===== src/rtl/scheduler_pkg.sv =====
// Shared types for the scheduler SRAM sequencing controller: widths,
// controller FSM state encoding and the spike FIFO entry layout.
package scheduler_pkg;

  localparam int TICK_W = 4;
  localparam int AXON_W = 8;
  localparam int TICKS  = 16;
  localparam int AXONS  = 256;

  typedef enum logic [2:0] {
    IDLE,
    WR_ISSUE,
    WR_WAIT,
    RD_ISSUE,
    RD_WAIT,
    CLR_ISSUE,
    CLR_WAIT,
    ERROR
  } ctrl_state_e;

  typedef struct packed {
    logic [TICK_W-1:0] tick;
    logic [AXON_W-1:0] axon;
  } fifo_entry_t;

  // Delivery row; the 4-bit sum wraps naturally across the 16 rows.
  function automatic logic [TICK_W-1:0] target_tick(input logic [TICK_W-1:0] cur,
                                                     input logic [TICK_W-1:0] delay);
    return cur + delay;
  endfunction

endpackage


===== src/rtl/scheduler_ctrl_if.sv =====
// Router spike handshake plus scheduler SRAM request bus. master = controller,
// slave = router/SRAM side.
// spike handshake: a spike transfers on every clk edge where spike_valid and
// spike_ready are both 1; spike_delay/spike_axon must be stable while valid=1.
interface scheduler_ctrl_if;
  import scheduler_pkg::*;

  logic                    spike_valid;
  logic                    spike_ready;
  logic [TICK_W-1:0]       spike_delay;
  logic [AXON_W-1:0]       spike_axon;

  logic                    sram_write_request;
  logic                    sram_read_request;
  logic                    sram_clear_request;
  logic [TICK_W-1:0]       sram_write_tick;
  logic [TICK_W-1:0]       sram_read_tick;
  logic [TICK_W-1:0]       sram_clear_tick;
  logic [AXON_W-1:0]       sram_write_axon;
  logic [AXONS-1:0]        sram_read_data;
  logic                    sram_ready;
  logic                    sram_error;

  modport master (
    input  spike_valid, spike_delay, spike_axon,
    output spike_ready,
    output sram_write_request, sram_read_request, sram_clear_request,
    output sram_write_tick, sram_read_tick, sram_clear_tick, sram_write_axon,
    input  sram_read_data, sram_ready, sram_error
  );

  modport slave (
    output spike_valid, spike_delay, spike_axon,
    input  spike_ready,
    input  sram_write_request, sram_read_request, sram_clear_request,
    input  sram_write_tick, sram_read_tick, sram_clear_tick, sram_write_axon,
    output sram_read_data, sram_ready, sram_error
  );
endinterface


===== src/rtl/scheduler_ctrl_spike_fifo.sv =====
// Synchronous FIFO of pending spike writes; push and pop may coincide.
module spike_fifo
  import scheduler_pkg::*;
#(
  parameter int DEPTH = 8
) (
  input  logic        clk,
  input  logic        rst,
  input  logic        push,
  input  fifo_entry_t push_data,
  input  logic        pop,
  output fifo_entry_t pop_data,
  output logic        full,
  output logic        empty
);
  localparam int PTR_W = $clog2(DEPTH);

  fifo_entry_t      mem [DEPTH];
  logic [PTR_W:0]   wr_ptr;
  logic [PTR_W:0]   rd_ptr;

  // Extra pointer bit distinguishes full from empty when the indices match.
  assign empty    = (wr_ptr == rd_ptr);
  assign full     = (wr_ptr[PTR_W] != rd_ptr[PTR_W]) &&
                    (wr_ptr[PTR_W-1:0] == rd_ptr[PTR_W-1:0]);
  assign pop_data = mem[rd_ptr[PTR_W-1:0]];

  always_ff @(posedge clk) begin
    if (rst) begin
      wr_ptr <= '0;
      rd_ptr <= '0;
    end else begin
      if (push && !full)  wr_ptr <= wr_ptr + 1'b1;
      if (pop && !empty)  rd_ptr <= rd_ptr + 1'b1;
    end
  end

  always_ff @(posedge clk) begin
    if (push && !full) mem[wr_ptr[PTR_W-1:0]] <= push_data;
  end
endmodule


===== src/rtl/scheduler_ctrl.sv =====
// Sequences spike writes and per-tick read/clear of the scheduler SRAM,
// keeping exactly one SRAM operation in flight at a time.
module scheduler_ctrl
  import scheduler_pkg::*;
#(
  parameter int FIFO_DEPTH = 8
) (
  input  logic                clk,
  input  logic                rst,
  scheduler_ctrl_if.master    bus,
  input  logic                tick_pulse,
  output logic [AXONS-1:0]    axon_vec,
  output logic                axon_valid,
  output logic                tick_done,
  output logic [TICK_W-1:0]   current_tick,
  output logic                bad_spike,
  output logic                tick_overrun,
  output logic                ctrl_error,
  output ctrl_state_e         dbg_state
);
  ctrl_state_e  state, next_state;
  logic         tick_pending;
  logic [TICK_W-1:0] wr_tick;
  logic [AXON_W-1:0] wr_axon;

  fifo_entry_t  fifo_in, fifo_out;
  logic         fifo_full, fifo_empty, fifo_push, fifo_pop;
  logic         accept, tick_advance, row_captured;

  assign accept    = bus.spike_valid && bus.spike_ready;
  assign fifo_push = accept && (bus.spike_delay != '0);
  assign fifo_pop  = (state == IDLE) && !fifo_empty && !bus.sram_error;
  assign fifo_in   = '{tick: target_tick(current_tick, bus.spike_delay), axon: bus.spike_axon};

  assign tick_advance = (state == CLR_WAIT) && (next_state == IDLE);
  assign row_captured = (state == RD_WAIT) && (next_state == CLR_ISSUE);

  spike_fifo #(.DEPTH(FIFO_DEPTH)) u_fifo (
    .clk       (clk),
    .rst       (rst),
    .push      (fifo_push),
    .push_data (fifo_in),
    .pop       (fifo_pop),
    .pop_data  (fifo_out),
    .full      (fifo_full),
    .empty     (fifo_empty)
  );

  always_ff @(posedge clk) begin
    if (rst) state <= IDLE;
    else     state <= next_state;
  end

  // Spikes always drain before a pending tick is served.
  always_comb begin
    next_state = state;
    unique case (state)
      IDLE: begin
        if (!fifo_empty)       next_state = WR_ISSUE;
        else if (tick_pending) next_state = RD_ISSUE;
      end
      WR_ISSUE:  if (bus.sram_ready) next_state = WR_WAIT;
      WR_WAIT:   if (bus.sram_ready) next_state = IDLE;
      RD_ISSUE:  if (bus.sram_ready) next_state = RD_WAIT;
      RD_WAIT:   if (bus.sram_ready) next_state = CLR_ISSUE;
      CLR_ISSUE: if (bus.sram_ready) next_state = CLR_WAIT;
      CLR_WAIT:  if (bus.sram_ready) next_state = IDLE;
      ERROR:     next_state = ERROR;
      default:   next_state = ERROR;
    endcase
    if (bus.sram_error) next_state = ERROR;
  end

  always_comb begin
    bus.spike_ready        = !fifo_full && !tick_pending && (state != ERROR);
    bus.sram_write_request = (state == WR_ISSUE)  && bus.sram_ready;
    bus.sram_read_request  = (state == RD_ISSUE)  && bus.sram_ready;
    bus.sram_clear_request = (state == CLR_ISSUE) && bus.sram_ready;
    bus.sram_write_tick    = wr_tick;
    bus.sram_write_axon    = wr_axon;
    bus.sram_read_tick     = current_tick;
    bus.sram_clear_tick    = current_tick;
    ctrl_error             = (state == ERROR);
    dbg_state              = state;
  end

  always_ff @(posedge clk) begin
    if (rst) begin
      tick_pending <= 1'b0;
      current_tick <= '0;
      axon_vec     <= '0;
      axon_valid   <= 1'b0;
      tick_done    <= 1'b0;
      bad_spike    <= 1'b0;
      tick_overrun <= 1'b0;
      wr_tick      <= '0;
      wr_axon      <= '0;
    end else begin
      axon_valid <= row_captured;
      tick_done  <= tick_advance;
      if (row_captured) axon_vec <= bus.sram_read_data;
      if (tick_advance) current_tick <= current_tick + 4'd1;
      if (tick_pulse && tick_pending) tick_overrun <= 1'b1;
      tick_pending <= (tick_pending && !tick_advance) || (tick_pulse && !tick_pending);
      if (accept && (bus.spike_delay == '0)) bad_spike <= 1'b1;
      if (fifo_pop) begin
        wr_tick <= fifo_out.tick;
        wr_axon <= fifo_out.axon;
      end
    end
  end
endmodule


===== src/flat_wrapper.sv =====
// flat-port wrapper written by rule: the top's interface ports become plain ports
module scheduler_ctrl_flat import scheduler_pkg::*;
#(
  parameter int FIFO_DEPTH = 8
)
  (clk, rst, tick_pulse, axon_vec, axon_valid, tick_done, current_tick, bad_spike, tick_overrun, ctrl_error, dbg_state, bus_spike_valid, bus_spike_delay, bus_spike_axon, bus_spike_ready, bus_sram_write_request, bus_sram_read_request, bus_sram_clear_request, bus_sram_write_tick, bus_sram_read_tick, bus_sram_clear_tick, bus_sram_write_axon, bus_sram_read_data, bus_sram_ready, bus_sram_error);
  scheduler_ctrl_if bus_i ();
  input  logic clk;
  input  logic rst;
  input  logic tick_pulse;
  output logic [AXONS-1:0] axon_vec;
  output logic axon_valid;
  output logic tick_done;
  output logic [TICK_W-1:0] current_tick;
  output logic bad_spike;
  output logic tick_overrun;
  output logic ctrl_error;
  output ctrl_state_e dbg_state;
  input wire logic [$bits(bus_i.spike_valid)-1:0] bus_spike_valid;
  input wire logic [$bits(bus_i.spike_delay)-1:0] bus_spike_delay;
  input wire logic [$bits(bus_i.spike_axon)-1:0] bus_spike_axon;
  output wire logic [$bits(bus_i.spike_ready)-1:0] bus_spike_ready;
  output wire logic [$bits(bus_i.sram_write_request)-1:0] bus_sram_write_request;
  output wire logic [$bits(bus_i.sram_read_request)-1:0] bus_sram_read_request;
  output wire logic [$bits(bus_i.sram_clear_request)-1:0] bus_sram_clear_request;
  output wire logic [$bits(bus_i.sram_write_tick)-1:0] bus_sram_write_tick;
  output wire logic [$bits(bus_i.sram_read_tick)-1:0] bus_sram_read_tick;
  output wire logic [$bits(bus_i.sram_clear_tick)-1:0] bus_sram_clear_tick;
  output wire logic [$bits(bus_i.sram_write_axon)-1:0] bus_sram_write_axon;
  input wire logic [$bits(bus_i.sram_read_data)-1:0] bus_sram_read_data;
  input wire logic [$bits(bus_i.sram_ready)-1:0] bus_sram_ready;
  input wire logic [$bits(bus_i.sram_error)-1:0] bus_sram_error;
  assign bus_i.spike_valid = bus_spike_valid;
  assign bus_i.spike_delay = bus_spike_delay;
  assign bus_i.spike_axon = bus_spike_axon;
  assign bus_spike_ready = bus_i.spike_ready;
  assign bus_sram_write_request = bus_i.sram_write_request;
  assign bus_sram_read_request = bus_i.sram_read_request;
  assign bus_sram_clear_request = bus_i.sram_clear_request;
  assign bus_sram_write_tick = bus_i.sram_write_tick;
  assign bus_sram_read_tick = bus_i.sram_read_tick;
  assign bus_sram_clear_tick = bus_i.sram_clear_tick;
  assign bus_sram_write_axon = bus_i.sram_write_axon;
  assign bus_i.sram_read_data = bus_sram_read_data;
  assign bus_i.sram_ready = bus_sram_ready;
  assign bus_i.sram_error = bus_sram_error;
  scheduler_ctrl #(.FIFO_DEPTH(FIFO_DEPTH)) u_core (.clk(clk), .rst(rst), .bus(bus_i), .tick_pulse(tick_pulse), .axon_vec(axon_vec), .axon_valid(axon_valid), .tick_done(tick_done), .current_tick(current_tick), .bad_spike(bad_spike), .tick_overrun(tick_overrun), .ctrl_error(ctrl_error), .dbg_state(dbg_state));
endmodule

===== config.mk =====
export PLATFORM = sky130hd
export DESIGN_NAME = scheduler_ctrl_flat
export DESIGN_NICKNAME = d
export VERILOG_FILES = /design/src/rtl/scheduler_pkg.sv /design/src/rtl/scheduler_ctrl_if.sv /design/src/rtl/scheduler_ctrl_spike_fifo.sv /design/src/rtl/scheduler_ctrl.sv /design/src/flat_wrapper.sv
export SDC_FILE = /design/constraint.sdc
export NUM_CORES = 1
export LEC_CHECK = 0
export CORE_AREA = 2 2 218 220
export CTS_BUF_LIST = sky130_fd_sc_hd__clkbuf_2
export DETAILED_ROUTE_END_ITERATION = 6
export DIE_AREA = 0 0 220 222
export PLACE_DENSITY = 0.67
export SLEW_MARGIN = 30
export SYNTH_ARGS = -nofsm -noshare
export SYNTH_HDL_FRONTEND = slang
export SYNTH_HIERARCHICAL = 1
export SYNTH_SLANG_ARGS = --single-unit

===== constraint.sdc =====
create_clock -name clk -period 4.6 [get_ports clk]
set_input_delay 0.69 -clock clk [delete_from_list [all_inputs] [get_ports clk]]
set_output_delay 0.69 -clock clk [all_outputs]
set_load 0.1 [all_outputs]

==> summary.md <==
| Metric | Value |
|---|---|
| Count of mapped cells out of synthesis | 1,477 |
| Endpoint of the worst register-to-register path | u_core/u_fifo/mem[3][11]$_DFFE_PP_ |
| Cell depth of the worst min-delay path | 3 |
| Logic depth of the worst register-to-register path | 8 |
| Global-route congestion overflow total | 0 |
| Worst min-delay path category | input pin to flip-flop |
| Setup-failing EPs final | 0 |
| Area growth syn-to-layout | 37.6% |
| Wire length of the first global-routing pass | between 70 and 80 mm |
| Total setup buffers inserted after CTS | 0 |
| Antenna violations before repair | 5 |
| Max-Cap Viols | 0 |
| Endpoint of the worst hold-timing path | u_core/axon_vec[93]$_SDFFE_PP0P_ |
| NumNets Final | around 2.3k |
| Routed wirelength normalized by instance count | approximately 18 um |
| TritonCTS clock tree | done |
| Shortest clock period the worst path allows after layout | about 3.8 ns |
| Drt first-iter violations | slightly below 600 |
| Detailed-route wire length | about 49 mm |
| Leading register cell type out of synthesis | dfxtp_1 |
| Clock H-tree levels | 3 |
| Max frequency | around 260 MHz |
| Placed cell area | about 23,000 sq um |
| Worst setup EP type | output pin |
| CP Data Arrival Time | slightly above 3 ns |
| Die Y-Extent | 222 um |
| Root buf cell | clkbuf_2 |
| Required time of the critical path | ~4 ns |
| CTS clk-pin slew, worst paths | ~0.11 ns |
| Post-synthesis instance area | 17,300 sq um |
| Number of gates given a new drive strength after cts | 0 |
| Max-slew violation count | 0 |
| Remaining DRCs | 0 |
| Number of buffers added on ports | between 500 and 600 |
| Headroom to the max-slew limit | between 20 and 30% |
| Clock Latency Late Sink | approximately 1.0 ns |
| Maximum number of pins on one net before global-route repair | between 200 and 250 |
| Worst-case hold slack | 0.211 ns |
| Maximum ir drop on the vdd rail | a little under 0.2 mV |
| Internal power | 4.97 mW |
| Biggest cell delay along the critical path | 0.79 ns |
| Avg Cell Area, Syn | approximately 12 sq um |
| Row cnt | 79 |
| Hold violation count in the final report | 0 |
| Launch instance of the worst register-to-register path | u_core/u_fifo/wr_ptr[2]$_SDFFE_PP0P_ |
| Number of global-route vias before repair | approximately 13k |
| Total clock buffers created by CTS | approximately 100 |
| Sequential cell area fraction in the yosys report | between 50 and 60% |
| Warning count from the yosys run | 6 |
| Final-layout setup total negative slack | 0 ns |
| Clock Skew | around 0.064 ns |
| Status | complete, no violations |
| Flop pwr share | 50.9% |
| Worst setup slack for register-to-register paths | 1.09 ns |
| Post-detail-place hpwl | 35.5 mm |
| Routability Congestion | roughly 0.83 |
| Clock Tree Buf Depth | 3 |
| Critical path's slowest cell | nor4_4 |
| Ratio of cells with drive above 1 in the final layout | approximately an eighth |
| Power density over the cells | slightly below 300 nW/um^2 |
| I/O pin cnt | between 500 and 600 |
| Fraction of the cycle the final worst path needs | ~83% |
| Count of clock tree sinks | a little under 400 |
| Core Area | about 46,000 sq um |
| # hold bufs at CTS | 0 |
| Flip-flop and latch count after synthesis | between 300 and 400 |
| Critical Path Start Type | flip-flop |
| LEAKAGE | around 8.4 nW |
| Most common library cell in the layout ignoring fill and taps | nand2b_1 |
| Sw Ratio | between 20% and 30% |
| Worst slew pin tran | between 1 and 1.5 ns |
| Leading cell types in the layout, fill and taps excluded | 545 x nand2b_1, 517 x clkdlybuf4s50_1, 290 x dfxtp_1, 273 x mux2i_1, 146 x clkbuf_2 |
| Clock network power share | between 30% and 40% |
| Part of the total power dissipated in combinational logic | between 10% and 20% |
| Unrepaired setup endpoints after global routing | no |
| Min-Delay Startpoint | bus_sram_read_data[93] |
| Horiz. Die Dim | approximately 220 um |
| CP Class | flip-flop to output pin |
| Overall Global Routing Usage | around a fifth |
| Initial cell density of the core | around 37% |
| First-pass detailed-route iteration total | 4 |
| Worst-path fanout max | 12 |
| Via count of the routed design | roughly 13k |
| Distinct cell type count after synthesis | 50 |
| Die ar. | 48,800 sq um |
| Number of flops mapped to enable cells by yosys | 96 |
| Routed via count divided by cell count | approximately 4.6 |
| Synthesized Nets | between 1.5k and 2k |
| Finished Cell Area | roughly 24,000 sq um |
| Fraction of synthesis flops using an asynchronous set or reset pin | 0% |
| Crit-path cells | xor2_1, nor4_4, a311oi_4, buf_4 |
| NetSw | 2.09 mW |
| ANT nets after route | 0 |
==> layout make-up <==
class / count / area, sq um
fill: 4211 / 22400
multi-input combinational: 968 / 7760
tap: 607 / 759
timing repair buffer: 588 / 5710
antenna: 3 / 7.51
inverter: 5 / 18.8
sequential: 387 / 8710
clock buffer: 145 / 726
clock inverter: 29 / 178
==> sequential cells by signal, indices dropped and copies added, names as in the netlist, 3 cells and up, named ones only <==
name                        count
u_core/axon_vec               256
u_core/bus.sram_write_tick      4
u_core/u_fifo/mem              96
u_core/u_fifo/wr_ptr            4
u_core/bus.sram_clear_tick      4
u_core/u_fifo/rd_ptr            4
u_core/bus.sram_write_axon      8
u_core/dbg_state                3
==> worst max path at each step <==
stage / startpoint / end / slack, ns
2_1_floorplan: u_core/dbg_state[1]$_SDFF_PP0_ / u_core/u_fifo/mem[3][0]$_DFFE_PP_ / 0.27
3_3_place_gp: u_core/u_fifo/wr_ptr[2]$_SDFFE_PP0P_ / u_core/u_fifo/mem[2][0]$_DFFE_PP_ / 1.19
3_5_place_dp: u_core/u_fifo/wr_ptr[2]$_SDFFE_PP0P_ / u_core/u_fifo/mem[3][11]$_DFFE_PP_ / 1.10
4_1_cts: u_core/u_fifo/wr_ptr[2]$_SDFFE_PP0P_ / bus_spike_ready / 0.61
5_1_grt: u_core/u_fifo/wr_ptr[2]$_SDFFE_PP0P_ / bus_spike_ready / 0.56
6_report: u_core/u_fifo/wr_ptr[2]$_SDFFE_PP0P_ / bus_spike_ready / 0.80
==> through the flow <==
stage	setup slack (ns)	cells	utilization, %	power, mW
4_1_cts	0.606	2727	51.5	7.18
2_1_floorplan	0.267	1477	-	4.35
5_1_grt	0.564	2731	51.6	7.41
6_report	0.797	2732	51.6	7.05
3_3_place_gp	1.19	2553	49.9	4.74
3_5_place_dp	1.10	2553	49.6	4.74
==> cells in the mapped netlist (2+ instances only) <==
cell type  number  area, sq um
a311oi_1        2         17.5
buf_12         22          440
clkbuf_1       62          233
buf_8           4         60.1
buf_6           4         45.0
dfxtp_1       291         5830
o41a_1          2         22.5
mux4_2         24          541
nor2b_1        11         68.8
nand2_1         7         26.3
mux2_1          3         33.8
inv_1           5         18.8
nand2b_1      545         3410
nor3_1          4         20.0
a31oi_1         5         31.3
xnor2_1         6         52.6
a21oi_1         3         15.0
ha_1            6         75.1
xor2_1          5         43.8
mux2i_1       273         2730
nor4b_1         4         35.0
edfxtp_1       96         2880
nand4_1         2         12.5
nor3b_1         3         22.5
buf_2          12         60.1
a41oi_1         2         17.5
nor3_2          2         20.0
mux2_2         19          214
nor4_1          5         31.3
nor2_1         16         60.1
nand3_1         2         10.0
buf_4          12         90.1
==> critical path, delay by kind of cell, from the launching register on <==
family,cells,cell delay [ns]
and+or+nand+nor,1,0.79
DFF,1,0.66
buffers and inverters,1,0.28
xor gates and xnor gates,1,0.23
AOI/OAI and AO/OA,1,0.10
==> power by group through the flow <==
stage / registers, mW / clock network (mW) / logic [mW]
CTS: 3.59 / 2.51 / 1.08
finish: 3.59 / 2.39 / 1.08
global placement: 3.66 / 0 / 1.07
detailed placement: 3.67 / 0 / 1.08
global route: 3.60 / 2.68 / 1.13
floorplan: 3.99 / 0 / 0.362
==> cell families (layout without fill, tap and decap cells) <==
logic type                 Yosys count  count (layout)  synth area share (%)
DFF                                387             387                  50.2
and+or+nand+nor                    609             609                  21.9
buffers and inverters              122             767                  5.48
xor gates and xnor gates            11              11                 0.555
adders and majority gates            7               7                 0.548
other                                0               3                     0
AOI/OAI and AO/OA                   22              22                 0.974
muxes                              319             319                  20.3
==> per-layer routing <==
| layer | routed length, um | part of all wire [%] | vias to the layer above | GRT usage, % |
|---|---|---|---|---|
| met5 | 11 | 0.022 | - | 0 |
| met4 | 1620 | 3.3 | 2 | 9.29 |
| met3 | 4150 | 8.4 | 84 | 6.56 |
| met2 | 24400 | 49 | 416 | 33.4 |
| met1 | 19300 | 39 | 5837 | 21.4 |
| li1 | - | - | 6168 | - |
No activity file was read; power rests on OpenSTA's default activity.
